`src/rtl/mux_pkg.sv`:
```
// Shared constants for the N-to-1 stream multiplexer family.
package mux_pkg;

  localparam logic MODE_SEL = 1'b0;
  localparam logic MODE_RR  = 1'b1;

  // Select width for n channels, never less than one bit.
  function automatic int clog2(input int n);
    int r;
    r = 1;
    for (int k = 1; k < 32; k++) begin
      if ((1 << r) < n) r = k + 1;
    end
    return r;
  endfunction

endpackage

```
`src/rtl/rr_pick.sv`:
```
// Round-robin picker: first requester at or after ptr, wrapping past N-1 to 0.
module rr_pick
  import mux_pkg::*;
#(
  parameter int N  = 4,
  parameter int SW = clog2(N)
) (
  input  logic [N-1:0]  req,
  input  logic [SW-1:0] ptr,
  output logic [SW-1:0] gnt,
  output logic          gnt_vld
);

  logic [N-1:0]  rot;
  logic [SW-1:0] pe;
  logic [SW:0]   sum;

  always_comb begin
    // rot[i] = req[(ptr + i) mod N]
    rot = N'({req, req} >> ptr);
    pe  = '0;
    for (int i = N - 1; i >= 0; i--) begin
      if (rot[i]) pe = SW'(i);
    end
    sum = {1'b0, ptr} + {1'b0, pe};
    if (sum >= (SW+1)'(N)) sum = sum - (SW+1)'(N);
    gnt     = sum[SW-1:0];
    gnt_vld = |req;
  end

endmodule

```
`src/rtl/mux_nto1_stream.sv`:
```
// N-to-1 W-bit stream mux with registered output; explicit-select or round-robin grant.
module mux_nto1_stream
  import mux_pkg::*;
#(
  parameter int N  = 4,
  parameter int W  = 8,
  parameter int SW = clog2(N)
) (
  input  logic           clk,
  input  logic           rst,
  input  logic           mode,
  input  logic [SW-1:0]  sel,
  input  logic [N-1:0]   in_valid,
  output logic [N-1:0]   in_ready,
  input  logic [N*W-1:0] in_data,
  output logic           out_valid,
  input  logic           out_ready,
  output logic [W-1:0]   out_data,
  output logic [SW-1:0]  out_ch
);

  localparam int NP = 1 << SW;

  logic [W-1:0]  ch_data [N];
  logic [SW-1:0] ptr;
  logic [SW-1:0] rr_gnt;
  logic          rr_vld;
  logic [SW-1:0] gnt;
  logic          gnt_vld;
  logic          load_en;
  logic          sel_ok;
  logic          xfer;
  logic [NP-1:0] valid_pad;
  logic [NP-1:0] rdy_pad;

  for (genvar i = 0; i < N; i++) begin : g_unpack
    assign ch_data[i] = in_data[i*W +: W];
  end

  rr_pick #(.N(N), .SW(SW)) u_rr_pick (
    .req     (in_valid),
    .ptr     (ptr),
    .gnt     (rr_gnt),
    .gnt_vld (rr_vld)
  );

  assign load_en = !out_valid || out_ready;
  assign sel_ok  = {1'b0, sel} < (SW+1)'(N);

  // Padding to a power of two keeps sel indexing in range for any N.
  always_comb begin
    valid_pad          = '0;
    valid_pad[N-1:0]   = in_valid;
    rdy_pad            = '0;
    gnt                = '0;
    gnt_vld            = 1'b0;
    if (mode == MODE_RR) begin
      gnt     = rr_gnt;
      gnt_vld = rr_vld;
      if (rr_vld) rdy_pad[rr_gnt] = 1'b1;
    end else begin
      gnt     = sel;
      gnt_vld = sel_ok && valid_pad[sel];
      if (sel_ok) rdy_pad[sel] = 1'b1;
    end
    in_ready = (!rst && load_en) ? rdy_pad[N-1:0] : '0;
    xfer     = !rst && load_en && gnt_vld;
  end

  always_ff @(posedge clk) begin
    if (rst) begin
      out_valid <= 1'b0;
      out_data  <= '0;
      out_ch    <= '0;
      ptr       <= '0;
    end else begin
      if (xfer) begin
        out_valid <= 1'b1;
        out_data  <= ch_data[gnt];
        out_ch    <= gnt;
        if (mode == MODE_RR) ptr <= (gnt == SW'(N - 1)) ? '0 : gnt + SW'(1);
      end else if (out_ready) begin
        out_valid <= 1'b0;
      end
    end
  end

endmodule

```
`config.mk`:
```
export PLATFORM = sky130hd
export DESIGN_NAME = mux_nto1_stream
export DESIGN_NICKNAME = d
export VERILOG_FILES = /design/src/rtl/mux_pkg.sv /design/src/rtl/rr_pick.sv /design/src/rtl/mux_nto1_stream.sv
export SDC_FILE = /design/constraint.sdc
export NUM_CORES = 1
export LEC_CHECK = 0
export BUFFER_PORTS_ARGS = -buffer_cell sky130_fd_sc_hd__buf_2
export CAP_MARGIN = 20
export CORE_MARGIN = 1
export CORE_UTILIZATION = 51
export CTS_CLUSTER_DIAMETER = 100
export DETAILED_ROUTE_END_ITERATION = 8
export PLACE_DENSITY = 0.85
export SETUP_SLACK_MARGIN = 0.15
export SLEW_MARGIN = 30
export SYNTH_ARGS = -nofsm -noshare
export SYNTH_HDL_FRONTEND = slang
export SYNTH_SLANG_ARGS = --single-unit
```
`constraint.sdc`:
```
create_clock -name clk -period 5 [get_ports clk]
set_input_delay 0.25 -clock clk [delete_from_list [all_inputs] [get_ports clk]]
set_output_delay 0.25 -clock clk [all_outputs]
set_load 0.03 [all_outputs]
```
==> summary.md <==
| Metric | Value |
|---|---|
| Number of fillers in the final layout | just over 200 |
| Most common cell in the netlist | mux2i_1 |
| Synth area leader | dfxtp_1 |
| Clk pin slew, worst setup/hold paths | 0.09 ns |
| Worst hold path endpoint | out_valid |
| Crit path cell chain | nor3_1, a311oi_1, o211ai_1, ha_1, mux2i_2, mux2_2, o31a_1, a32o_1 |
| Largest net degree at the start of global routing | 22 |
| Max capacitance violation total | 0 |
| Outcome | complete, but fails checks |
| Worst reg2reg path depth | 8 |
| Final Net Count | 237 |
| Vias in the first global route | ~1300 |
| Critical Path RT | 5.20 ns |
| Slew at the pin closest to its max-slew limit | 0.749 ns |
| IO Port Bufs | 56 |
| Synth Instances | 146 |
| Storage cell area | around 260 um2 |
| DP Wirelength | 2.62 mm |
| Setup Fix Bufs, Post-CTS | 0 |
| Worst Clk Skew | 0.00227 ns |
| TritonCTS Buffers | 3 |
| Count of different cell masters after synthesis | 41 |
| Failing checks | DRC |
| Vias/cell | 6.15 |
| Crit path max-delay family | multiplexers |
| Core Region | 0.00245 mm2 |
| GRT Residual Overflow | 0 |
| Setup Crit Path Kind | register to register |
| Vias post-DR | ~1400 |
| Net switching power | 325 uW |
| H-tree levels | 1 |
| Detail Route Antenna Nets | 0 |
| DRC viols | 4 |
| Critical Path Start | ptr[0] |
| Maximum vdd drop | 292 uV |
| Yosys warning total | 0 |
| Critical R2R Capture | out_data[5] |
| Logic pwr share | 0.660 |
| Overall routing resource usage | 0.287 |
| Seq/Total Area, Yosys | 0.198 |
| Share of layout cells above drive strength 1 | 0.399 |
| Pre-Repair DR Iteration Count | 6 |
| Max-slew headroom | 0.491 |
| Leak pwr | between 0.7 and 0.8 nW |
| Area Overhead vs Synth | 21.2% |
| Period utilisation layout | 0.659 |
| Clock sink count | 13 |
| Synth area leaders | dfxtp_1 20%, mux2i_1 14%, mux4_2 12%, a32o_1 5.3%, nor2_1 4.3% |
| Crit-path max cell delay | 0.71 ns |
| Post_cts resized | 0 |
| Reg2reg start | ptr[0] |
| Final Hold Viols | 0 |
| Fmax | ~300 MHz |
| Worst hold path class | input pin to register |
| RSZ-0062 raised after global routing | false |
| Starting Density | 0.537 |
| First-pass GRT wire length | 5.76 mm |
| Multi-input logic area | 966 um2 |
| Die extent in x | 52.8 um |
| Most frequent cells after synthesis | 18 x mux2i_1, 15 x nor2_1, 13 x dfxtp_1 |
| Slowest-stage cell, CP | mux2i_2 |
| Crit end category | register |
| CP Max Fanout | 14 |
| Reg power frac | 0.232 |
| Internal Pwr Total | 347 uW |
| Worst Hold Depth | 2 |
| # hold bufs at CTS | 0 |
| Netlist Area Pre-Place | between 0.001 and 0.0015 mm2 |
| Sw frac | 0.483 |
| Worst setup SP type | register |
| Die Y | roughly 53 um |
| # setup viols final | 0 |
| Clk_lat worst skew | just under 0.3 ns |
| Final WL | 3.57 mm |
| Antenna diode count | 0 |
| Fraction of registers with async set/reset | 0 |
| WHS | 0.141 ns |
| Worst-case clock buffer depth | 2 |
| Syn_area_per_cell | around 9.0 um2 |
| Leading register cell type out of synthesis | dfxtp_1 |
| Final min period | 3.30 ns |
| Hold path start | rst |
| Critical path buffer and inverter count | 0 |
| R2R Setup Slk | ~1.7 ns |
| Worst EP arrival | 3.49 ns |
| Clock share of power | 0.108 |
| CTS Root Cell | clkbuf_4 |
| Power density over the cells | 421 mW/mm2 |
| Avg WL per Cell | 16.0 um |
| Max-slew violations | 0 |
| Initial antenna violation count | 0 |
| DR iter-0 viols | 34 |
| Yosys reg bits | 13 |
| Syn nets | around 190 |
| I/O pin count | 57 |
| Placer Congestion | 0.846 |
| Synth top area share | 0.198 |
| Die ar. | 0.00279 mm2 |
| Critical Path Stages | 8 |
| CTS tree | yes |
| Post-synth EDFFs | 0 |
| Row cnt | 18 |
| Setup_tns | 0 ns |
layer usage:
layer	GRT usage	up-vias	part of all wire	routed length (um)
met2	0.481	67	0.51	1810
met1	0.348	648	0.40	1440
li1	-	649	-	-
met4	0.149	0	0.019	69
met3	0.0435	8	0.070	249
met5	0	-	0	0
worst reg2reg max path, cell delays in order, from the launching register on:
cell	delay (ns)
dfxtp_1	0.56
nor3_1	0.13
a311oi_1	0.28
o211ai_1	0.13
ha_1	0.54
mux2i_2	0.71
mux2_2	0.42
o31a_1	0.24
a32o_1	0.21
worst max path at each step:
stage               slack (ns)     endpoint
finish                    1.70  out_data[5]
global placement          1.89  out_data[5]
global route              1.51  out_data[5]
detailed placement        1.76  out_data[5]
floorplan                 2.12  out_data[5]
CTS                       1.68  in_ready[0]
layout make-up:
type,count,share of cell area
clock buffers,4,0.0165
inverters,7,0.0165
well taps,30,0.0235
repair buffers,56,0.176
multi-input cells,113,0.605
flip-flops and latches,13,0.163
state kept, by name, indices dropped and copies added (netlist names):
| register | flops |
|---|---|
| out_ch | 2 |
| out_valid | 1 |
| ptr | 2 |
| out_data | 8 |
cell usage in the layout (no fill, tap or decap), types with 3 or more instances in the layout:
cell,count
o21ai_0,7
a32o_1,7
nand3_1,7
nand2b_1,5
a21oi_1,11
nand2_1,6
nor2_1,15
clkbuf_4,3
mux2i_1,18
inv_1,7
buf_2,56
mux4_2,7
dfxtp_1,13
through the flow:
stage	util	instances	area (um2)	worst slack [ns]	power [mW]
after floorplan	-	146	1320	2.12	0.511
after global routing	0.650	223	1600	1.51	0.717
after global placement	0.637	219	1560	1.89	0.575
after detailed placement	0.637	219	1560	1.76	0.592
after CTS	0.647	223	1590	1.68	0.663
final	0.650	223	1600	1.70	0.672
kinds of logic after synthesis:
kind of cell / count (synthesis) / synth area share
fa+ha+maj: 1 / 0.00950
mux: 29 / 0.301
compound gates: 41 / 0.257
xor+xnor: 3 / 0.0199
simple gates: 39 / 0.140
buf+inv: 20 / 0.0750
flops: 13 / 0.198
power by group through the flow:
stage | logic (mW) | clock network [mW] | registers, mW
global placement | 0.421 | 0 | 0.154
global route | 0.481 | 0.0768 | 0.160
finish | 0.443 | 0.0726 | 0.156
floorplan | 0.323 | 0 | 0.188
detailed placement | 0.434 | 0 | 0.157
CTS | 0.436 | 0.0718 | 0.155
Power figures use the tool's default switching activity.
